## config.mk

```make
export PLATFORM = sky130hd
export DESIGN_NAME = req_ack_latency_monitor
export DESIGN_NICKNAME = d
export VERILOG_FILES = /design/src/rtl/req_ack_latency_monitor.sv
export SDC_FILE = /design/constraint.sdc
export NUM_CORES = 1
export LEC_CHECK = 0
export ABC_AREA = 0
export BUFFER_PORTS_ARGS = -buffer_cell sky130_fd_sc_hd__buf_2
export CAP_MARGIN = 40
export CORE_MARGIN = 2
export CORE_UTILIZATION = 59
export CTS_BUF_LIST = sky130_fd_sc_hd__clkbuf_4 sky130_fd_sc_hd__clkbuf_8
export DETAILED_ROUTE_END_ITERATION = 6
export HOLD_SLACK_MARGIN = 0.1
export PLACE_DENSITY = 0.85
export SYNTH_ARGS = -nofsm -noshare
export SYNTH_HDL_FRONTEND = slang
export SYNTH_SLANG_ARGS = --single-unit
```

## constraint.sdc

```tcl
create_clock -name clk -period 4.52 [get_ports clk]
set_clock_uncertainty 0.05 [all_clocks]
set_input_delay 0.452 -clock clk [delete_from_list [all_inputs] [get_ports clk]]
set_output_delay 0.452 -clock clk [all_outputs]
set_load 0.005 [all_outputs]
```

## src/rtl/req_ack_latency_monitor.sv

```systemverilog
// rtl/req_ack_latency_monitor.sv - multi-channel req/ack protocol and latency checker
module req_ack_latency_monitor #(
  parameter int N_CH    = 4,
  parameter int MIN_LAT = 1,
  parameter int MAX_LAT = 8,
  parameter int CNT_W   = 16,
  localparam int LAT_W  = $clog2(MAX_LAT + 1)
) (
  input  logic                    clk,
  input  logic                    reset_n,
  input  logic [N_CH-1:0]         req,
  input  logic [N_CH-1:0]         ack,
  input  logic                    clear,
  output logic [N_CH-1:0]         err_pulse,
  output logic [3*N_CH-1:0]       err_code,
  output logic [N_CH-1:0]         err_flag,
  output logic [N_CH-1:0]         busy,
  output logic [LAT_W*N_CH-1:0]   last_lat,
  output logic [CNT_W-1:0]        err_count,
  output logic [CNT_W-1:0]        xfer_count
);

  // Popcount of N_CH event bits, and the widened sum used for saturation
  localparam int PC_W  = $clog2(N_CH + 1);
  localparam int SUM_W = CNT_W + PC_W;

  localparam logic [2:0] E_NONE     = 3'd0;
  localparam logic [2:0] E_SPURIOUS = 3'd1;
  localparam logic [2:0] E_DROP     = 3'd2;
  localparam logic [2:0] E_EARLY    = 3'd3;
  localparam logic [2:0] E_TIMEOUT  = 3'd4;
  localparam logic [2:0] E_ACK_LONG = 3'd5;
  localparam logic [2:0] E_REQ_HOLD = 3'd6;

  localparam logic [LAT_W-1:0] MIN_L = LAT_W'(MIN_LAT);
  localparam logic [LAT_W-1:0] MAX_L = LAT_W'(MAX_LAT);

  typedef enum logic [1:0] {
    S_IDLE,
    S_WAIT,
    S_DONE,
    S_TOUT
  } state_t;

  // Per-channel events decoded from the current state and this cycle's req/ack
  logic [N_CH-1:0] viol;
  logic [N_CH-1:0] cmpl;

  function automatic logic [PC_W-1:0] popcount(input logic [N_CH-1:0] v);
    logic [PC_W-1:0] c;
    c = '0;
    for (int j = 0; j < N_CH; j++) begin
      c = c + PC_W'(v[j]);
    end
    return c;
  endfunction

  function automatic logic [CNT_W-1:0] sat_add(input logic [CNT_W-1:0] a,
                                               input logic [PC_W-1:0]  b);
    logic [SUM_W-1:0] s;
    s = SUM_W'(a) + SUM_W'(b);
    if (s > SUM_W'({CNT_W{1'b1}})) begin
      return {CNT_W{1'b1}};
    end
    return s[CNT_W-1:0];
  endfunction

  for (genvar i = 0; i < N_CH; i++) begin : g_ch
    state_t           state;
    state_t           nxt_state;
    logic [LAT_W-1:0] lat;
    logic [LAT_W-1:0] nxt_lat;
    logic [2:0]       code;
    logic             done_ev;
    logic             pulse_q;
    logic [2:0]       code_q;
    logic             busy_q;
    logic [LAT_W-1:0] last_q;

    // Classify this cycle's req/ack against the channel state and pick the next state
    always_comb begin
      code      = E_NONE;
      done_ev   = 1'b0;
      nxt_state = state;
      nxt_lat   = lat;
      case (state)
        S_IDLE: begin
          if (req[i] && ack[i]) begin
            if (MIN_LAT > 0) begin
              code = E_EARLY;
            end else begin
              done_ev = 1'b1;
            end
            nxt_state = S_DONE;
            nxt_lat   = '0;
          end else if (req[i]) begin
            nxt_state = S_WAIT;
            nxt_lat   = LAT_W'(1);
          end else if (ack[i]) begin
            code = E_SPURIOUS;
          end
        end
        S_WAIT: begin
          if (!req[i]) begin
            // A dropped request outranks an ack arriving in the same cycle
            code      = E_DROP;
            nxt_state = S_IDLE;
            nxt_lat   = '0;
          end else if (ack[i]) begin
            if (lat < MIN_L) begin
              code = E_EARLY;
            end else begin
              done_ev = 1'b1;
            end
            nxt_state = S_DONE;
          end else if (lat == MAX_L) begin
            code      = E_TIMEOUT;
            nxt_state = S_TOUT;
          end else begin
            nxt_lat = lat + LAT_W'(1);
          end
        end
        S_DONE: begin
          if (ack[i]) begin
            code = E_ACK_LONG;
          end else if (req[i]) begin
            code = E_REQ_HOLD;
          end
          nxt_state = S_IDLE;
          nxt_lat   = '0;
        end
        S_TOUT: begin
          // Late acks are swallowed; only the release of req ends the episode
          if (!req[i]) begin
            nxt_state = S_IDLE;
            nxt_lat   = '0;
          end
        end
        default: begin
          nxt_state = S_IDLE;
          nxt_lat   = '0;
        end
      endcase
    end

    assign viol[i] = (code != E_NONE);
    assign cmpl[i] = done_ev;

    // Channel FSM with registered pulse, code, busy and last latency
    always_ff @(posedge clk or negedge reset_n) begin
      if (!reset_n) begin
        state   <= S_IDLE;
        lat     <= '0;
        pulse_q <= 1'b0;
        code_q  <= E_NONE;
        busy_q  <= 1'b0;
        last_q  <= '0;
      end else begin
        state   <= nxt_state;
        lat     <= nxt_lat;
        pulse_q <= (code != E_NONE);
        code_q  <= code;
        busy_q  <= (nxt_state == S_WAIT) || (nxt_state == S_TOUT);
        if (done_ev) begin
          last_q <= (state == S_IDLE) ? '0 : lat;
        end
      end
    end

    assign err_pulse[i]                 = pulse_q;
    assign err_code[3*i +: 3]           = code_q;
    assign busy[i]                      = busy_q;
    assign last_lat[LAT_W*i +: LAT_W]   = last_q;
  end

  // Sticky flags and saturating totals; clear discards this cycle's events
  always_ff @(posedge clk or negedge reset_n) begin
    if (!reset_n) begin
      err_flag   <= '0;
      err_count  <= '0;
      xfer_count <= '0;
    end else if (clear) begin
      err_flag   <= '0;
      err_count  <= '0;
      xfer_count <= '0;
    end else begin
      err_flag   <= err_flag | viol;
      err_count  <= sat_add(err_count, popcount(viol));
      xfer_count <= sat_add(xfer_count, popcount(cmpl));
    end
  end

endmodule
```

== After elaboration in Yosys (flattened, before gate mapping) ==
Cells that the tools add are included.
Widths: inputs -> output; s select.

* Bitwise operators: 1
* $lt $le $gt $ge: 6
* Equality and inequality tests: 40
* Reduce and logical (&&, ||, !) cells: 20
* $add $sub $neg: 12
* Mux-type cells: 127

{| class="wikitable"
|+ Operator list
! kind !! count
|-
| $mux 4 || 29
|-
| $mux 16 || 6
|-
| $mux 2 || 32
|-
| $pmux 4 s4 || 4
|-
| $mux 3 || 20
|-
| $ne 3x3->1 const B || 12
|-
| $pmux 3 s3 || 4
|-
| $add 16x3->17 || 2
|-
| $gt 17x16->1 const B || 2
|-
| $pmux 2 s4 || 4
|-
| $mux 1 || 28
|-
| $eq 2x2->1 const B || 12
|-
| $add 4x1->4 const B || 4
|-
| $eq 2x1->1 const B || 8
|-
| $eq 4x4->1 const B || 4
|-
| $lt 4x1->1 const B || 4
|-
| $reduce_and 4->1 || 4
|-
| $reduce_bool 3->1 || 4
|-
| $logic_not 2->1 || 4
|-
| $ne 2x2->1 const B || 4
|-
| $add 2x1->3 || 2
|-
| $add 3x1->3 || 2
|-
| $add 1x1->2 || 2
|-
| $logic_and 1x1->1 || 4
|-
| 2 further kinds || 5
|}

* Register bits: 96
* Logic and storage cells: 233

== Longest topological paths before layout ==
Gate-level depths: netlist of run 1.

* Word-level depth: 15
* Depth in mapped cells: 16
* Gate-level depth less buffers: 14

== Worst setup path before layout of run 1 ==
OpenSTA, ideal clock, no wires.

* Path type: reg2reg
* Start point: register g_ch[0].lat[1]
* End point: register xfer_count[11]
* Setup slack: 796 ps
* Library setup time: 82 ps
* Cell stages (with the launch flop): 17
* Arrival: 3592 ps
* Clock period less this slack: 3724 ps
* Required time: 4388 ps
* Cells stage by stage: dfrtp_1 > inv_1 > ha_1 > or3b_1 > or3b_2 > clkbuf_1 > inv_1 > fa_1 > inv_1 > fa_1 > inv_1 > fa_1 > nand2_1 > nor4_2 > nand2_1 > clkbuf_1 > a31oi_1

* Longest elaborated chain between the ends: 14

{| class="wikitable"
|+ Ends and longest elaborated chain
! element !! line !! RTL
|-
| start: declaration || 71 || <nowiki>logic [LAT_W-1:0] lat;</nowiki>
|-
| start signal: assignment || 160 || <nowiki>lat <= nxt_lat;</nowiki>
|-
| $lt 4x1->1 * || 110 || <nowiki>if (lat < MIN_L) begin</nowiki>
|-
| $mux 1 * || 110 ||
|-
| $mux 1 * || 109 || <nowiki>end else if (ack[i]) begin</nowiki>
|-
| $mux 1 * || 104 || <nowiki>if (!req[i]) begin</nowiki>
|-
| $mux 1 * || n/a ||
|-
| net g_ch[0].done_ev || 74 || <nowiki>logic done_ev;</nowiki>
|-
| $add 1x1->2 * || 53 || <nowiki>c = c + PC_W'(v[j]);</nowiki>
|-
| $add 2x1->3 * || 53 ||
|-
| $add 3x1->3 * || 53 ||
|-
| $add 16x3->17 * || 61 || <nowiki>s = SUM_W'(a) + SUM_W'(b);</nowiki>
|-
| $gt 17x16->1 || 62 || <nowiki>if (s > SUM_W'({CNT_W{1'b1}})) begin</nowiki>
|-
| $mux 1 || 62 ||
|-
| $mux 1 || 182 || <nowiki>end else if (clear) begin</nowiki>
|-
| $mux 16 * || 65 || <nowiki>return s[CNT_W-1:0];</nowiki>
|-
| $mux 16 * || 182 ||
|-
| end signal: assignment || 189 || <nowiki>xfer_count <= sat_add(xfer_count, popcount(cmpl));</nowiki>
|-
| end: declaration || 20 || <nowiki>output logic [CNT_W-1:0] xfer_count</nowiki>
|}

Mark *: on every way through the listed nets, which the timed path passes. The rest lies on a longest branch. The select of a mux whose other input is x is not followed.
A chain may end at the register's enable or synchronous reset.

== Final worst setup path of run 1 ==
* Start point: register g_ch[0].lat[0]
* End point: register err_count[1]

* Longest elaborated chain between the ends: 15
* Elaborated cells on any way between the ends: 17
* Classes of those cells: add/sub (4); order compare (2); eq/ne (1); mux (9); reduce/logical (1)

{| class="wikitable"
|+ Ends and longest elaborated chain
! element !! line !! RTL
|-
| $lt 4x1->1 / $eq 4x4->1 (equally long branches) || 110, 116 ||
|-
| $mux 2 / $mux 3 (equally long branches) || 110, 116 ||
|-
| $mux 3 * || 109 ||
|-
| $mux 3 * || 104 ||
|-
| $pmux 3 s3 * || 86 || <nowiki>case (state)</nowiki>
|-
| $reduce_bool 3->1 * || 146 || <nowiki>assign viol[i] = (code != E_NONE);</nowiki>
|-
| $add 1x1->2 * || 53 ||
|-
| $add 2x1->3 * || 53 ||
|-
| $add 3x1->3 * || 53 ||
|-
| $add 16x3->17 * || 61 ||
|-
| $gt 17x16->1 || 62 ||
|-
| $mux 1 || 62 ||
|-
| $mux 1 || 182 ||
|-
| $mux 16 * || 65 ||
|-
| $mux 16 * || 182 ||
|-
| end signal: assignment || 188 || <nowiki>err_count <= sat_add(err_count, popcount(viol));</nowiki>
|-
| end: declaration || 19 || <nowiki>output logic [CNT_W-1:0] err_count,</nowiki>
|}

Mark *: on every way between the ends. The rest lies on a longest branch, timed or not. The select of a mux whose other input is x is not followed.

==> flow_summary.toml, run 1 <==
[synthesis]
ys_ff_latch = 93
ys_seq_area_share_pct = 46.56
ys_types = 64
synthArstFlopShare_pct = 100.0
synth_edf_count = 0
syn-instance-count = 523
yosys_most_used_dff = "dfrtp_1"
ys_warn_count = 0
syn_area_per_cell_sq_um = 9.557
synth_nets = 552
synth_area_sq_um = 4999

[detailed_routing]
via_count = 4256
wirelength_mm = 11.31
wire_per_inst_microns = 16.30
vias_per_cell = 6.133
drc = 0
ant_nets = 0
dr.pass1.iters = 5
drt_iter0_markers = 245

[cells_and_area]
drive_gt1_share_pct = 19.69
area_growth_pct = 13.57
antenna_cells = 0
fin_area_sq_um = 5677
nNetsFinal = 613

[sta]
worstMarginPinSlew_ns = 0.6581
relSlewSlack_pct = 56.13
finalCritPeriodShare_pct = 92.48
finalMaxSlewViolations = 0
rsz0062_at_grt = "false"
setup_ws_ns = 0.3401
min_period_ns = 4.180
setup-violations-final = 0
clock.fmax_mhz = 239.2
tns_ns = 0
hold_viol_final = 0

[floorplan]
start_util_pct = 60.83
die-area_sq_um = 9225
io_pins = 83
die_height_microns = 96.05
fp.dieW_microns = 96.05
coreArea_sq_um = 8217
std_cell_rows = 33

[cts]
clock_tree.root_cell = "clkbuf_8"
post_cts_buffers = 0
cts.htree.levels = 3
cts_made_buffers = 9
clock_sinks = 93
cts_tree = "built"
clk_pin_slew_ns = 0.09
clkLatencyLatePin_ns = 0.37
clockBufferDepth = 2

[setup_path]
r2r-start = "g_ch[0].lat[0]"
required_ns = 4.76
cp_max_fo = 13
cp-end-kind = "flip-flop"
setup.worst_path.start = "g_ch[0].lat[0]"
arrival_ns = 4.42
start_kind = "flip-flop"
worst-setup-path-type = "flip-flop to flip-flop"

[global_routing]
grt_pass1_wl_mm = 18.68
grt_usage_pct = 25.98
antenna_found_initial = 0
first_global_vias = 3933
gr-total-overflow = 0
grt_max_degree = 51

[place]
place.gp.congestion = 0.8476
placed_area_sq_um = 5395
dp_hpwl_mm = 7.804
place_worst_setup_slack_ns = 0.1665
port_buffers = 82

[pwr]
power.total_mw = 1.963
pwr-share-seq_pct = 47.6
power_frac_comb_pct = 15.7
p_sw_mw = 0.5353
cell_internal_pwr_mw = 1.428
leakage_nw = 2.648
p_sw_share_pct = 27.27
ir_worst_vdd_mv = 0.1884
pwr-share-clk_pct = 36.7
power.density_nw_per_um2 = 345.8

[min_path]
hold_path.class = "input port to flip-flop"
min_from = "req[3]"

[run_status]
outcome = "finished, final reports clean"

[flow_run]
max-cap-violations = 0
-- worst max-delay path: stages, from the launching register on --
cell      delay (ns)
dfrtp_1         0.43
inv_1           0.09
ha_1            0.20
or3b_1          0.20
o21ai_0         0.09
a221oi_1        0.47
fa_1            0.50
inv_1           0.08
fa_1            0.20
inv_1           0.07
fa_1            0.42
nand2b_1        0.21
nor4_4          0.46
nand3_2         0.35
a21oi_1         0.27
-- cells in the final DEF (no fill, tap or decap), types with 11 or more instances in the layout --
master     n
a21oi_1   47
buf_2     81
dfrtp_1   93
ha_1      12
inv_1     28
nand2_1   37
nand2b_1  12
nand3_1   20
nor2_1    24
nor2b_1   11
nor3_1    13
o21ai_0   49
xnor2_1   11
-- worst paths after layout --
check / endpoint / slack, ns / cells past startpoint
min reg2reg: g_ch[0].last_q[2] / 0.43 / 2
min in group asynchronous: asynchronous set/reset pin / 0.59 / 2
max in group asynchronous: g_ch[2].last_q[3] / 2.81 / 3
min: g_ch[3].code_q[1] / 0.35 / 2
max: err_count[1] / 0.34 / 14
max reg2reg: err_count[1] / 0.34 / 14
-- metal layers --
metal	share of wire [%]	wire length, microns	GRT usage, %
met2	50	5631	41.03
met4	1.7	197	10.36
met1	43	4855	35.97
met3	5.5	626	4.150
met5	0	0	0
-- cells by family after synthesis --
kind of cell | synth area share (%)
XOR/XNOR | 3.679
multiplexers | 0.6008
buffers and inverters | 5.507
flip-flops | 46.56
adder cells (fa/ha/maj) | 5.407
AO/OA/AOI/OAI | 18.55
AND/OR/NAND/NOR | 19.70
-- cell usage after synthesis, types with 3 or more instances --
master     instances  area [sq um]
a21boi_0           6         45.04
a21oi_1           47         235.2
a22o_1             3         26.28
a31oi_1            7         43.79
and3_1             7         43.79
and3b_1            6         52.55
buf_2              4         20.02
buf_4              8         60.06
clkbuf_1          24         90.09
dfrtp_1           93          2327
fa_1               6         120.1
ha_1              12         150.1
inv_1             28         105.1
mux2i_1            3         30.03
nand2_1           37         138.9
nand2b_1          12         75.07
nand3_1           21         105.1
nand3b_1           6         45.04
nand4_1            5         31.28
nand4b_1           3         26.28
nor2_1            24         90.09
nor2b_1           11         68.82
nor3_1            13         65.06
nor3b_1            4         30.03
o2111ai_1          6         52.55
o211ai_1           3         22.52
o21ai_0           49         245.2
o21ai_1            3         15.01
o31ai_1            4         30.03
or3_1              3         18.77
xnor2_1           11         96.34
xor2_1            10         87.58
-- layout make-up --
cell class	instances	area (sq um)
clock inverters	7	137.6
multi-input cells	366	2406
fillers	664	2540
repair buffers	86	445.4
clock buffers	9	123.9
well taps	105	131.4
inverters	28	105.1
flip-flops and latches	93	2327
-- metrics by stage --
stage / util [%] / std cells / hold WS [ns]
3_5_place_dp: 65.66 / 677 / 0.4157
5_1_grt: 69.09 / 694 / 0.3566
6_report: 69.09 / 694 / 0.3469
2_1_floorplan: - / 523 / 0.1064
4_1_cts: 68.97 / 694 / 0.3372
3_3_place_gp: 65.66 / 677 / 0.4075
-- timing repair --
action / 4_1_cts / 5_1_grt
gates resized for setup: 0 / 2
endpoints found under the hold margin: 49 / 0
endpoints found under the setup margin: 0 / 13
hold buffers: 1 / 0
-- power by group through the flow --
| stage | Clock (mW) | Combinational, mW | Sequential, mW |
|---|---|---|---|
| 2_1_floorplan | 0 | 0.202 | 0.934 |
| 3_3_place_gp | 0 | 0.284 | 0.946 |
| 3_5_place_dp | 0 | 0.303 | 0.949 |
| 4_1_cts | 0.728 | 0.308 | 0.934 |
| 5_1_grt | 0.769 | 0.353 | 0.944 |
| 6_report | 0.720 | 0.308 | 0.935 |
-- registers in the layout, indices dropped and copies added, names as in the netlist, 4 cells and up, named ones only --
signal,cells
g_ch.pulse_q,4
g_ch.state,5
err_flag,4
g_ch.lat,16
err_count,16
g_ch.code_q,12
xfer_count,16
g_ch.last_q,16
Note: power is estimated with default switching activity, not from simulation.
==> inputs of run 2 (changes only) <==
Settings changed: CELL_PAD_IN_SITES_DETAIL_PLACEMENT set to 1, CELL_PAD_IN_SITES_GLOBAL_PLACEMENT set to 2, CORE_UTILIZATION 59 to 36, PLACE_DENSITY 0.85 to 0.84.
==> run 2 against run 1 <==
Cell area is 0.40% lower. Register-to-register slack better by 0.05 ns. Sequential power hardly changed. Via count is 4.1% lower. Die area is 61% higher. Routed wire length is 11% higher. Critical path type unchanged.
==> flow_summary.toml, run 2 (synthesized netlist as in run 1, its figures left out) <==
[sta]
clock.fmax_mhz = 242.1
rsz0062_at_grt = "false"
finalMaxSlewViolations = 0
setup-violations-final = 0
hold_slack_ns = 0.09714
worstMarginPinSlew_ns = 0.7614
finalCritPeriodShare_pct = 91.37
relSlewSlack_pct = 49.24
tns_ns = 0
setup_ws_ns = 0.3900
hold_viol_final = 0
min_period_ns = 4.130

[setup_path]
required_ns = 4.77
cp_max_fo = 13
start_kind = "flip-flop"
setup.worst_path.start = "g_ch[0].lat[0]"
worst-setup-path-type = "flip-flop to flip-flop"
r2r-start = "g_ch[0].lat[0]"
path_cells = "inv_1 -> ha_1 -> or3b_1 -> o21ai_0 -> a221oi_1 -> fa_1 -> inv_1 -> fa_1 -> inv_1 -> fa_1 -> nand2b_1 -> nor4_4 -> nand3_2 -> a21oi_1"
arrival_ns = 4.38
worst-path-buf-inv = 3
cp-end-kind = "flip-flop"
crit_family = "adder cells"
crit_slowest_cell = "a221oi_1"
slowest_delay_ns = 0.50

[pwr]
power.density_nw_per_um2 = 306.9
p_sw_mw = 0.5177
power_frac_comb_pct = 17.8
p_sw_share_pct = 29.83
ir_worst_vdd_mv = 0.1644
cell_internal_pwr_mw = 1.218
leakage_nw = 2.595
pwr-share-clk_pct = 28.5
pwr-share-seq_pct = 53.7

[cells_and_area]
seq_area_sq_um = 2327
final.fill_count = 1611
final_cell_mix = "dfrtp_1, buf_2, o21ai_0, a21oi_1, nand2_1"
antenna_cells = 0
final_util_pct = 41.21
area_growth_pct = 13.12
fin_area_sq_um = 5654
nNetsFinal = 612
drive_gt1_share_pct = 19.32
layout_commonest_cell = "dfrtp_1"
multi_input_area_sq_um = 2404

[detailed_routing]
dr.pass1.iters = 4
drt_iter0_markers = 153
drc = 0
vias_per_cell = 5.336
wirelength_mm = 12.58
via_count = 4082
wire_per_inst_microns = 16.44
ant_nets = 0

[global_routing]
gr-total-overflow = 0
antenna_found_initial = 0
grt_pass1_wl_mm = 20.89
grt_max_degree = 60
first_global_vias = 4117
grt_usage_pct = 17.80

[floorplan]
io_pins = 83
coreArea_sq_um = 13720
die-area_sq_um = 14840
std_cell_rows = 43
fp.dieW_microns = 121.8
start_util_pct = 36.43
die_height_microns = 121.8

[cts]
clock_tree.root_cell = "clkbuf_8"
postCtsHoldBufs = 0
cts_made_buffers = 9
post_cts_buffers = 0
clkLatencyLatePin_ns = 0.37
cts.htree.levels = 3
cts_tree = "built"
clk_pin_slew_ns = 0.09
clock_sinks = 93
clockBufferDepth = 2

[flow_run]
max-cap-violations = 0

[run_status]
outcome = "finished, final reports clean"

[place]
place.gp.congestion = 0.8340
port_buffers = 82
dp_hpwl_mm = 9.234
place_worst_setup_slack_ns = 0.1628
placed_area_sq_um = 5489

[min_path]
hold_path.class = "input port to asynchronous set/reset pin"
## run 2: changes by cell type in the layout (fill, tap and decap cells not counted), sizes merged
cell         change
clkinv           -1
bufinv           -4
clkbuf           +2
dlygate4sd3      -1
## run 2: worst reg2reg max path, stage by stage (launching register included)
cell and delay, ns:
dfrtp_1 0.43, inv_1 0.09, ha_1 0.19, or3b_1 0.21, o21ai_0 0.09, a221oi_1 0.50
fa_1 0.50, inv_1 0.07, fa_1 0.19, inv_1 0.06, fa_1 0.43, nand2b_1 0.21
nor4_4 0.43, nand3_2 0.35, a21oi_1 0.25
## run 2: repair_timing
action,in CTS,in global routing
gates resized for setup,0,2
setup endpoints to repair,0,18
hold endpoints to repair,0,0
## run 2: area by class of cell
class                   count  share of cell area (%)
repair buffers             85                   7.701
multi-input cells         366                   42.51
well taps                 180                   3.983
flip-flops and latches     93                   41.16
clock inverters             2                  0.2213
inverters                  28                   1.859
clock buffers              11                   2.567
## run 2: power groups by stage
stage | Combinational, mW | Sequential, mW | Clock, mW
2_1_floorplan | 0.202 | 0.934 | 0
3_3_place_gp | 0.300 | 0.945 | 0
3_5_place_dp | 0.314 | 0.948 | 0
4_1_cts | 0.315 | 0.933 | 0.523
5_1_grt | 0.357 | 0.942 | 0.548
6_report | 0.308 | 0.932 | 0.495
## run 2: path summary, 6_finish.rpt
kind	end	cells past startpoint	slack, ns
max	err_count[8]	14	0.39
min	err_flag[1]	1	0.1
max reg2reg	err_count[8]	14	0.39
min reg2reg	g_ch[2].last_q[3]	2	0.43
max in group asynchronous	xfer_count[11]	2	3.35
min in group clk	g_ch[0].lat[0]	3	0.37
## run 2: metal layers
layer	GRT usage, %	wire, microns	vias to the layer above
met4	6.825	216	0
met3	3.605	412	14
met2	29.29	6246	56
li1	-	-	1974
met5	0	0	-
met1	23.13	5704	2038
## run 2: per-stage QoR
step                      instances  power, mW
after CTS                       765      1.771
after floorplan                 523      1.137
final                           765      1.735
after global routing            765      1.846
after detailed placement        752      1.263
after global placement          752      1.245
==> inputs of run 3 (changes only) <==
Settings changed: PLACE_DENSITY 0.84 to not set, PLACE_DENSITY_LB_ADDON set to 0.1.
==> run 3 against run 2 <==
Register-to-register slack improved by 0.07 ns. Fmax rose by 1.7%. Routed wire length rose by 1.1%. Non-clock buffer count rose by 2. Highest routed layer unchanged. Utilization rose by 0.90 points. Final cell count rose by 0.52%. Die area did not move. Sequential share of layout area fell by 0.88 points. Count of clock-buffer cells in the layout did not move. Global-route usage rose by 0.21 points. Cell area rose by 2.2%.
==> flow_summary.toml, run 3 (synthesized netlist as in run 1, its figures left out) <==
[pwr]
leakage_nw = 2.655
ir_worst_vdd_mv = 0.1305
power.density_nw_per_um2 = 334.7
power.total_mw = 1.934

[detailed_routing]
vias_per_cell = 5.354
wirelength_mm = 12.72
ant_nets = 0
via_count = 4117
dr.pass1.iters = 4
wire_per_inst_microns = 16.54
drt_iter0_markers = 220
drc = 0

[setup_path]
crit_family = "adder cells"
crit_cells = 14
rr_worst_depth = 14
start_kind = "flip-flop"
crit_slowest_cell = "fa_1"
cp-end-kind = "flip-flop"
arrival_ns = 4.30
r2r-start = "g_ch[0].lat[0]"
path_cells = "inv_1 -> ha_1 -> or3b_1 -> o21ai_0 -> a221oi_1 -> fa_1 -> inv_1 -> fa_1 -> inv_1 -> fa_1 -> nand2b_1 -> nor4_4 -> nand3_2 -> a21oi_1"
r2r-end = "err_count[0]"
worst-setup-path-type = "flip-flop to flip-flop"
worst-path-buf-inv = 3
cp_max_fo = 13
slowest_delay_ns = 0.49
required_ns = 4.76
reg2reg_slack_ns = 0.46

[cts]
cts.htree.levels = 3
clk_pin_slew_ns = 0.09
clock_tree.root_cell = "clkbuf_8"
clock_sinks = 93
post_cts_buffers = 0
clkLatencyLatePin_ns = 0.36
cts_tree = "built"
clockBufferDepth = 2
cts_made_buffers = 9

[sta]
worstMarginPinSlew_ns = 0.6950
finalMaxSlewViolations = 0
tns_ns = 0
rsz0062_at_grt = "false"
clock.fmax_mhz = 246.2
min_period_ns = 4.062
relSlewSlack_pct = 53.67
setup-violations-final = 0
finalCritPeriodShare_pct = 89.86
hold_viol_final = 0
setup_ws_ns = 0.4584
hold_slack_ns = 0.3617

[place]
dp_hpwl_mm = 9.068
dp.cells = 753
place_worst_setup_slack_ns = 0.2487
port_buffers = 82
placed_area_sq_um = 5517
place.gp.congestion = 0.8258

[flow_run]
max-cap-violations = 0

[floorplan]
die-area_sq_um = 14840
die_height_microns = 121.8
std_cell_rows = 43
start_util_pct = 36.43
io_pins = 83
coreArea_sq_um = 13720
fp.dieW_microns = 121.8

[global_routing]
grt_usage_pct = 18.01
grt_max_degree = 63
gr-total-overflow = 0
antenna_found_initial = 0
grt_pass1_wl_mm = 21.37
first_global_vias = 4174

[cells_and_area]
layout_commonest_cell = "dfrtp_1"
drive_gt1_share_pct = 19.52
nNetsFinal = 614
fin_cells = 769
final.fill_count = 1621
area_growth_pct = 15.59
final_util_pct = 42.12
final_cell_mix = "dfrtp_1, buf_2, o21ai_0, a21oi_1, nand2_1"
seq_area_sq_um = 2327
antenna_cells = 0
multi_input_area_sq_um = 2401
fin_area_sq_um = 5778

[run_status]
outcome = "finished, final reports clean"

[min_path]
hold_path.class = "input port to asynchronous set/reset pin"
[run 3: changes by cell type in the layout (fill, tap and decap cells not counted)]
cell,change
clkinvlp_4,-1
bufinv_16,+3
dlygate4sd3_1,+1
buf_16,+1
nand2_1,+1
clkbuf_8,+1
nand2_2,-1
clkbuf_4,-1
[run 3: what timing repair did]
action | in CTS | in global routing
resized for setup | 0 | 1
hold endpoints to repair | 62 | 0
endpoints found under the setup margin | 0 | 13
hold buffers | 1 | 0
[run 3: metal layers]
| metal | share of wire [%] | vias up | global-route usage, % |
|---|---|---|---|
| met5 | 0 | - | 0 |
| met4 | 1.6 | 0 | 6.681 |
| met3 | 3.5 | 14 | 3.137 |
| met2 | 48 | 57 | 29.09 |
| met1 | 47 | 2061 | 24.30 |
| li1 | - | 1985 | - |
[run 3: layout make-up]
class                           count  share of cell area (%)
Multi-Input combinational cell    366                   41.55
Sequential cell                    93                   40.28
Timing Repair Buffer               87                   8.185
Tap cell                          180                   3.898
Clock buffer                       11                   2.620
Inverter                           28                   1.819
Clock inverter                      4                   1.646
[run 3: how the worst max path moves through the flow]
stage                     end            from  slack [ns]
6_report         err_count[0]  g_ch[0].lat[0]        0.46
5_1_grt         err_count[11]  g_ch[0].lat[0]        0.12
2_1_floorplan  xfer_count[11]  g_ch[0].lat[1]        0.80
3_3_place_gp     err_count[0]  g_ch[0].lat[0]        0.36
3_5_place_dp     err_count[1]  g_ch[0].lat[0]        0.25
4_1_cts          err_count[0]  g_ch[0].lat[0]        0.22
[run 3: report_power, final]
part           internal, mW  switching, mW  total [mW]
logic                 0.127          0.180       0.307
registers             0.881         0.0528       0.934
clock network         0.394          0.298       0.693
total                  1.40          0.532        1.93
[run 3: worst register-to-register path, stage by stage, from the launching register on]
cell	delay, ns
dfrtp_1	0.43
inv_1	0.09
ha_1	0.19
or3b_1	0.21
o21ai_0	0.09
a221oi_1	0.46
fa_1	0.49
inv_1	0.08
fa_1	0.18
inv_1	0.05
fa_1	0.43
nand2b_1	0.21
nor4_4	0.42
nand3_2	0.37
a21oi_1	0.25
